==> config.mk <==
export PLATFORM = sky130hd
export DESIGN_NAME = tick_div_bank
export DESIGN_NICKNAME = d
export VERILOG_FILES = /design/src/rtl/tick_pkg.sv /design/src/rtl/tick_chan.sv /design/src/rtl/tick_div_bank.sv
export SDC_FILE = /design/constraint.sdc
export NUM_CORES = 1
export LEC_CHECK = 0
export BUFFER_PORTS_ARGS = -buffer_cell sky130_fd_sc_hd__buf_2
export CAP_MARGIN = 20
export CORE_MARGIN = 2
export CORE_UTILIZATION = 55
export DETAILED_ROUTE_END_ITERATION = 8
export HOLD_SLACK_MARGIN = 0.08
export PLACE_DENSITY = 0.72
export SYNTH_ARGS = -nofsm -noshare
export SYNTH_HDL_FRONTEND = slang
export SYNTH_HIERARCHICAL = 1
export SYNTH_SLANG_ARGS = --single-unit
==> constraint.sdc <==
create_clock -name clk50 -period 9.75 [get_ports clk50]
set_input_delay 0.975 -clock clk50 [delete_from_list [all_inputs] [get_ports clk50]]
set_output_delay 0.975 -clock clk50 [all_outputs]
set_load 0.005 [all_outputs]
==> src/rtl/tick_pkg.sv <==
// tick_pkg: register offsets and bit positions shared by the tick divider bank
package tick_pkg;
  typedef enum logic [1:0] {OFF_DIV_LO, OFF_DIV_HI, OFF_CTRL, OFF_STAT} off_e;
  localparam int CTRL_EN = 0;
  localparam int CTRL_ONESHOT = 1;
  localparam int CTRL_LOAD = 2;
  localparam int CTRL_CLR = 3;
  localparam int STAT_FLAG = 0;
  localparam int STAT_SQ = 1;
  localparam int STAT_EN = 2;
endpackage

==> src/rtl/tick_chan.sv <==
// tick_chan: one programmable tick channel with shadowed divisor and sticky flag
module tick_chan
  import tick_pkg::*;
#(
  parameter int DIV_W = 28,
  parameter int DEF_DIV = 50_000,
  parameter bit DEF_EN = 1'b0
) (
  input  logic        clk50,
  input  logic        reset_n,
  input  logic        we,
  input  logic        re,
  input  off_e        off,
  input  logic [15:0] wdt,
  output logic [15:0] rdt,
  output logic        tick,
  output logic        sq,
  output logic        flag
);
  logic [DIV_W-1:0] shadow, act_div, cnt, div;
  logic en, oneshot, wr_ctrl, ld, clr;
  logic [15:0] ctrl_rd, stat_rd;
  assign div = (act_div == '0) ? DIV_W'(1) : act_div;
  // >= so a count held past a shrunken divisor still terminates
  assign tick = en && (cnt >= div - DIV_W'(1));
  assign wr_ctrl = we && off == OFF_CTRL;
  assign ld = wr_ctrl && wdt[CTRL_LOAD];
  assign clr = wr_ctrl && wdt[CTRL_CLR];
  always_comb begin
    ctrl_rd = '0;
    ctrl_rd[CTRL_EN] = en;
    ctrl_rd[CTRL_ONESHOT] = oneshot;
    stat_rd = '0;
    stat_rd[STAT_FLAG] = flag;
    stat_rd[STAT_SQ] = sq;
    stat_rd[STAT_EN] = en;
    rdt = (off == OFF_DIV_LO) ? shadow[15:0] :
          (off == OFF_DIV_HI) ? 16'(shadow[DIV_W-1:16]) :
          (off == OFF_CTRL)   ? ctrl_rd : stat_rd;
  end
  always_ff @(posedge clk50 or negedge reset_n)
    if (!reset_n) begin
      shadow <= DIV_W'(DEF_DIV);
      act_div <= DIV_W'(DEF_DIV);
      cnt <= '0;
      en <= DEF_EN;
      oneshot <= 1'b0;
      sq <= 1'b0;
      flag <= 1'b0;
    end else begin
      if (we && off == OFF_DIV_LO) shadow[15:0] <= wdt;
      if (we && off == OFF_DIV_HI) shadow[DIV_W-1:16] <= wdt[DIV_W-17:0];
      if (ld || tick || !en) act_div <= shadow;
      cnt <= (ld || clr || tick) ? '0 : en ? cnt + DIV_W'(1) : cnt;
      sq <= clr ? 1'b0 : sq ^ tick;
      flag <= tick || (flag && !(re && off == OFF_STAT));
      en <= wr_ctrl ? wdt[CTRL_EN] : en && !(tick && oneshot);
      if (wr_ctrl) oneshot <= wdt[CTRL_ONESHOT];
    end
endmodule

==> src/rtl/tick_div_bank.sv <==
// tick_div_bank: bank of programmable tick/enable channels on the td4 I/O bus
module tick_div_bank
  import tick_pkg::*;
#(
  parameter int NCH = 4,
  parameter int DIV_W = 28,
  parameter logic [7:0] IO_BASE = 8'h40,
  parameter int DEF_DIV = 50_000,
  parameter bit DEF_EN = 1'b0
) (
  input  logic           clk50,
  input  logic           reset_n,
  input  logic [7:0]     ioad,
  input  logic [15:0]    iowdt,
  input  logic           iow,
  input  logic           ior,
  output logic [15:0]    iordt,
  output logic [NCH-1:0] tick,
  output logic [NCH-1:0] sq,
  output logic [NCH-1:0] flag
);
  logic [7:0] off;
  logic hit;
  logic [3:0] chan;
  logic [15:0] rdt [NCH];
  logic [15:0] rd_mux;
  assign off = ioad - IO_BASE;
  assign hit = (ioad >= IO_BASE) && (off < 8'(4 * NCH));
  assign chan = off[5:2];
  for (genvar i = 0; i < NCH; i++) begin : g_ch
    tick_chan #(.DIV_W(DIV_W), .DEF_DIV(DEF_DIV), .DEF_EN(DEF_EN)) u_chan (
      .clk50(clk50),
      .reset_n(reset_n),
      .we(iow && hit && chan == 4'(i)),
      .re(ior && hit && chan == 4'(i)),
      .off(off_e'(off[1:0])),
      .wdt(iowdt),
      .rdt(rdt[i]),
      .tick(tick[i]),
      .sq(sq[i]),
      .flag(flag[i])
    );
  end
  always_comb begin
    rd_mux = '0;
    for (int c = 0; c < NCH; c++) if (hit && chan == 4'(c)) rd_mux = rdt[c];
  end
  always_ff @(posedge clk50 or negedge reset_n)
    if (!reset_n) iordt <= '0;
    else if (ior) iordt <= rd_mux;
endmodule

Word level (Yosys, flattened, before mapping)
Cells that the tools add are included.
{ "totals": {"out_inout_bits": 28, "register_bits": 368, "elab_cells": 191, "input_bits": 28} }
{ "op_classes": {"magnitude_cmp": 6, "add_sub_neg": 9, "n_reduce_logical": 97, "eq_ne": 6, "n_mux": 36, "bitwise": 4} }
{ "op_table": {"columns": ["op", "n"], "rows": [
  ["28-bit two-way mux", 12],
  ["16-bit two-way mux", 12],
  ["28-bit by 1-bit adder with 28-bit output, second input constant", 4],
  ["28-bit >= comparator", 4],
  ["28-bit zero test", 4],
  ["28-bit by 1-bit subtractor with 28-bit output, second input constant", 4],
  ["1-bit logical AND", 55],
  ["1-bit logical OR", 20],
  ["1-bit zero test", 12],
  ["3-bit two-way mux", 4],
  ["4-bit by 2-bit equality test with 1-bit output, second input constant", 2],
  ["8-bit by 7-bit >= comparator with 1-bit output, second input constant", 1],
  ["8-bit by 5-bit less-than comparator with 1-bit output, second input constant", 1],
  ["1-bit two-way mux", 8],
  ["2-bit nonzero test", 4],
  ["8-bit by 7-bit subtractor with 8-bit output, second input constant", 1],
  ["2-bit equality test, second input constant", 2],
  ["4-bit by 1-bit equality test with 1-bit output, second input constant", 1],
  ["4-bit zero test", 1],
  ["1-bit XOR", 4],
  ["2-bit by 1-bit equality test with 1-bit output, second input constant", 1],
  ["2-bit zero test", 1]
]} }

Depth between registers and ports, before layout
{ "depth": {"word_depth": 10, "depth_mapped": 22, "depth_no_buf": 19} }

Cells and area by module
The synthesis kept the hierarchy.
{ "by_module_without_submodules": {"columns": ["mod", "seq_area_each_um2", "cells_each", "area_each_um2", "n_inst"], "rows": [
  ["tick_chan (g_ch[1].u_chan ...)", 2217.1, 462, 5141.2, 2],
  ["tick_chan (g_ch[0].u_chan)", 2217.1, 483, 5097.4, 1],
  ["tick_chan (g_ch[3].u_chan)", 2217.1, 483, 5052.3, 1],
  ["tick_div_bank", 400.4, 164, 1348.8, 1]
]} }

Least setup slack after synthesis
OpenSTA, ideal clock, no wires.
{ "synth_timing": {"kind": "register -> output", "startpoint": "register g_ch[0].u_chan.act_div[16]", "endpoint": "output port tick[0]", "t_required_ns": 8.775, "arrival_time_ns": 4.531, "stages_incl_launch_ff": 20, "setup_slack_ns": 4.244, "path_buffers": 3, "path_cell_list": "dfrtp_1 -> or4_4 -> or4_1 -> clkbuf_2 -> or4_4 -> nor2_1 -> nor2_1 -> ha_1 -> nand3b_1 -> or4_1 -> clkbuf_1 -> o31a_2 -> nor2_1 -> ha_1 -> nand4_1 -> nor4_1 -> nand2_1 -> o211ai_1 -> o21a_1 -> clkbuf_1"} }
{ "synth_via": {"elab_chain_cells": 5} }
{ "synth_rtl": {"columns": ["item", "line_no", "source"], "rows": [
  ["start, declared", "tick_chan.sv:20", "logic [DIV_W-1:0] shadow, act_div, cnt, div;"],
  ["start signal, assigned", "tick_chan.sv:44", "act_div <= DIV_W'(DEF_DIV);"],
  ["start signal, assigned", "tick_chan.sv:53", "if (ld || tick || !en) act_div <= shadow;"],
  ["28-bit zero test", "tick_chan.sv:23", "assign div = (act_div == '0) ? DIV_W'(1) : act_div;"],
  ["28-bit two-way mux *", "tick_chan.sv:23", null],
  ["28-bit by 1-bit subtractor with 28-bit output *", "tick_chan.sv:25", "assign tick = en && (cnt >= div - DIV_W'(1));"],
  ["28-bit >= comparator *", "tick_chan.sv:25", null],
  ["1-bit logical AND *", "tick_chan.sv:25", null],
  ["end, declared", "tick_div_bank.sv:18", "output logic [NCH-1:0] tick,"]
]} }
Mark *: on every way between the ends. The rest lies on a longest branch, timed or not.

Final worst setup path
Same ends and word-level chain as after synthesis.

==> flow_metrics.tcl <==
set metrics [dict create \
    initial_utilization 0.561 \
    netSwitchingPower_uw 2110 \
    layout-drive-gt1-share 0.197 \
    hold_violations 0 \
    track_usage 0.273 \
    nets 2225 \
    io_buffers 55 \
    io-pin-count 56 \
    power_frac_comb 0.395 \
    hold_buffers 0 \
    avgSynthCellArea_sq_um 10.6 \
    grt.overflow.total 0 \
    wirelength_um 54800 \
    synthSimpleGateAreaFrac 0.185 \
    synthMostInstantiatedCell "dfrtp_1" \
    finClkSkew_ns 0.0184 \
    start_kind "register" \
    cp_cell_sequence "or4_4 -> or4_1 -> or4_4 -> nor2_1 -> nor2_1 -> ha_1 -> nand3b_1 -> or4_1 -> nor2_1 -> nand2_1 -> xor2_1 -> ha_1 -> nand4_1 -> nor4_1 -> nand2_1 -> o211ai_1 -> o21a_1 -> buf_4 -> buf_2" \
    finalSetupViolCount 0 \
    switching_share 0.369 \
    synth_top_area_share 0.368 \
    crit_slowest_cell "or4_4" \
    synth.distinct_cells 82 \
    synth_xor_area_frac 0.0732 \
    rows 72 \
    yosysSeqAreaShare 0.426 \
    synth_edf_count 0 \
    clock_power_share 0.280 \
    synth_nets 2202 \
    drv_slew 0 \
    n_antenna_cell 0 \
    coreArea_sq_um 38800 \
    startpoint "g_ch[0].u_chan/act_div[16]" \
    synth_compound_area_frac 0.0703 \
    crit_type "reg2out" \
    synth_cells 2054 \
    antenna_found_initial 3 \
    power_frac_seq 0.325 \
    synthTopCellsByArea "dfrtp_1 37%, mux2_2 7.4%, ha_1 6.9%, dfstp_2 5.8%, xnor2_1 4.4%" \
    cp_max_fo 29 \
    vdd_drop_max_mv 0.193 \
    cts_resized 0 \
    num_vias 16200 \
    finalCritPeriodShare 0.713 \
    p_int_uw 3600 \
    dieWidth_um 203 \
    cts_setup_buffers 0 \
    crit_family "simple AND/OR/NAND/NOR gates" \
    grt_max_degree 88 \
    arrival_ns 5.97 \
    grt_setup_unrepaired "no" \
    min_path_type "in2async" \
    cts_buffer_depth 3 \
    drc 0 \
    yosys.area.top_type "dfrtp_1" \
    htree_num_levels 2 \
    grt_pass1_wl_um 89100 \
    cp_num_buf_inv 2 \
    ctsRootBufferMaster "clkbuf_16" \
    synthArstFlopShare 1.00 \
    cts_made_buffers 41 \
    max_stage_delay_ns 0.58 \
    synth_seq_cells 368 \
    syn_area_sq_um 21800 \
    die_y_um 203 \
    grt_pass1_vias 16100 \
    run_status "finished, final reports clean" \
    critPathCaptureType "primary output" \
    ant_nets 0 \
    drtIter0Drc 1261 \
    crit_top_cell "nor2_1" \
    clkSinkCount 368 \
    synth_commonest_cells "320 x dfrtp_1, 170 x nor2_1, 143 x mux2_2" \
    vias_per_cell 6.17 \
    dr.pass1.iters 5 \
    fmax_mhz 144 \
    synthAdderAreaFrac 0.0689 \
    clkLatencyLatePin_ns 0.57 \
    dp_hpwl_um 39400 \
    synthMuxAreaShare 0.153 \
    min_period_ns 6.95 \
    die-area_sq_um 41200 \
    powerDensity_nw_per_um2 239 \
    worstPathRequired_ns 8.78 \
    yosys_warnings 6 \
    gp_congestion 0.889 \
    r2r_start "g_ch[0].u_chan/act_div[16]" \
    fill_cells 3156 \
    fin_setup_tns_ns 0 \
    worstMarginPinSlew_ns 0.997 \
    postLayoutCoreUtil 0.615 \
    max-slew-margin-rel 0.335 \
    synth_top_family_by_area "simple AND/OR/NAND/NOR gates" \
    syn_to_final_growth_pct 9.64 \
    cts_tree "yes" \
    drv_cap 0 \
    synth_top_flop_cell "dfrtp_1" \
    wl_per_cell_um 20.9 \
    p_leak_uw 0.0111 \
    cts.clk_slew.worst_paths_ns 0.07 \
]
power by group through the flow:
| stage | Clock [uW] | Sequential [uW] | Combinational (uW) |
|---|---|---|---|
| final | 1600 | 1850 | 2250 |
| after global routing | 1690 | 1870 | 2560 |
| after CTS | 1630 | 1850 | 2270 |
| after detailed placement | 0 | 1880 | 2250 |
| after global placement | 0 | 1870 | 2140 |
| after floorplan | 0 | 1810 | 1920 |
per-layer routing:
layer / track usage / vias up / share of wire
met1: 0.380 / 8145 / 0.45
met3: 0.0384 / 103 / 0.050
li1: - / 7538 / -
met4: 0.0962 / 2 / 0.032
met2: 0.437 / 426 / 0.47
met5: 0 / - / 0.00024
worst reg2reg max path: stages, from the launching register on:
cell and delay (ns):
dfrtp_1 0.44, or4_4 0.54, or4_1 0.56, or4_4 0.58, nor2_1 0.30, nor2_1 0.12, ha_1 0.25, nand3b_1 0.21
or4_1 0.27, nor2_1 0.11, nand2_1 0.10, xor2_1 0.16, ha_1 0.25, nand4_1 0.14, nor2_1 0.06, a221oi_1 0.26
o211ai_1 0.21, a2111oi_2 0.84, buf_4 0.45, mux2_2 0.39
kinds of logic (layout without fill, tap and decap cells):
family	count (synthesis)	after routing
XOR/XNOR	182	182
AND/OR/NAND/NOR	764	764
adder cells (fa/ha/maj)	120	120
flip-flops	368	368
buffers and inverters	121	177
multiplexers	280	280
AO/OA/AOI/OAI	219	219
worst paths after layout:
kind	slack, ns	to	depth (start not counted)
max	2.80	tick[0]	19
min	0.43	g_ch[1].u_chan/cnt[24]	1
max reg2reg	3.37	g_ch[0].u_chan/act_div[24]	19
min reg2reg	0.50	g_ch[3].u_chan/oneshot	2
max in group asynchronous	7.24	g_ch[0].u_chan/cnt[17]	3
min in group clk50	0.50	g_ch[3].u_chan/oneshot	2
layout make-up:
class                           count  area (sq um)  share of cell area
Multi-Input combinational cell   1565         12000               0.503
Sequential cell                   368          9270               0.388
Clock buffer                       62          1250              0.0522
Tap cell                          518           648              0.0271
Timing Repair Buffer               74           458              0.0192
Clock inverter                     14           154             0.00644
Inverter                           27           101             0.00424
flip-flops by register name, indices dropped and copies added (netlist names):
signal               flops
g_ch.u_chan/shadow     112
g_ch.u_chan/cnt        112
g_ch.u_chan/oneshot      4
g_ch.u_chan/flag         4
g_ch.u_chan/sq           4
g_ch.u_chan/en           4
g_ch.u_chan/act_div    112
iordt                   16
through the flow:
stage	hold WS (ns)	area [sq um]	total power (uW)	setup slack, ns	instances
2_1_floorplan	0.442	21800	3730	4.24	2054
3_3_place_gp	0.487	22400	4010	3.64	2550
3_5_place_dp	0.493	22400	4130	3.46	2550
4_1_cts	0.434	23800	5750	2.86	2626
5_1_grt	0.478	23900	6120	2.54	2628
6_report	0.426	23900	5710	2.80	2628
placed cells by master (no fill, tap or decap), types with 27 or more instances in the layout:
master	count
ha_1	120
xnor2_1	109
mux2_2	143
or3_1	28
nor3_1	126
nand4_1	36
buf_2	53
nand3_1	62
nor4_1	43
o21ai_0	27
nand2_1	115
xor2_1	73
nor2_1	169
dfstp_2	48
mux2_4	40
and3_1	35
mux2i_1	45
dfrtp_1	320
and2_1	28
mux2_1	44
clkbuf_16	43
a21oi_1	54
No activity file was read; power rests on OpenSTA's default activity.
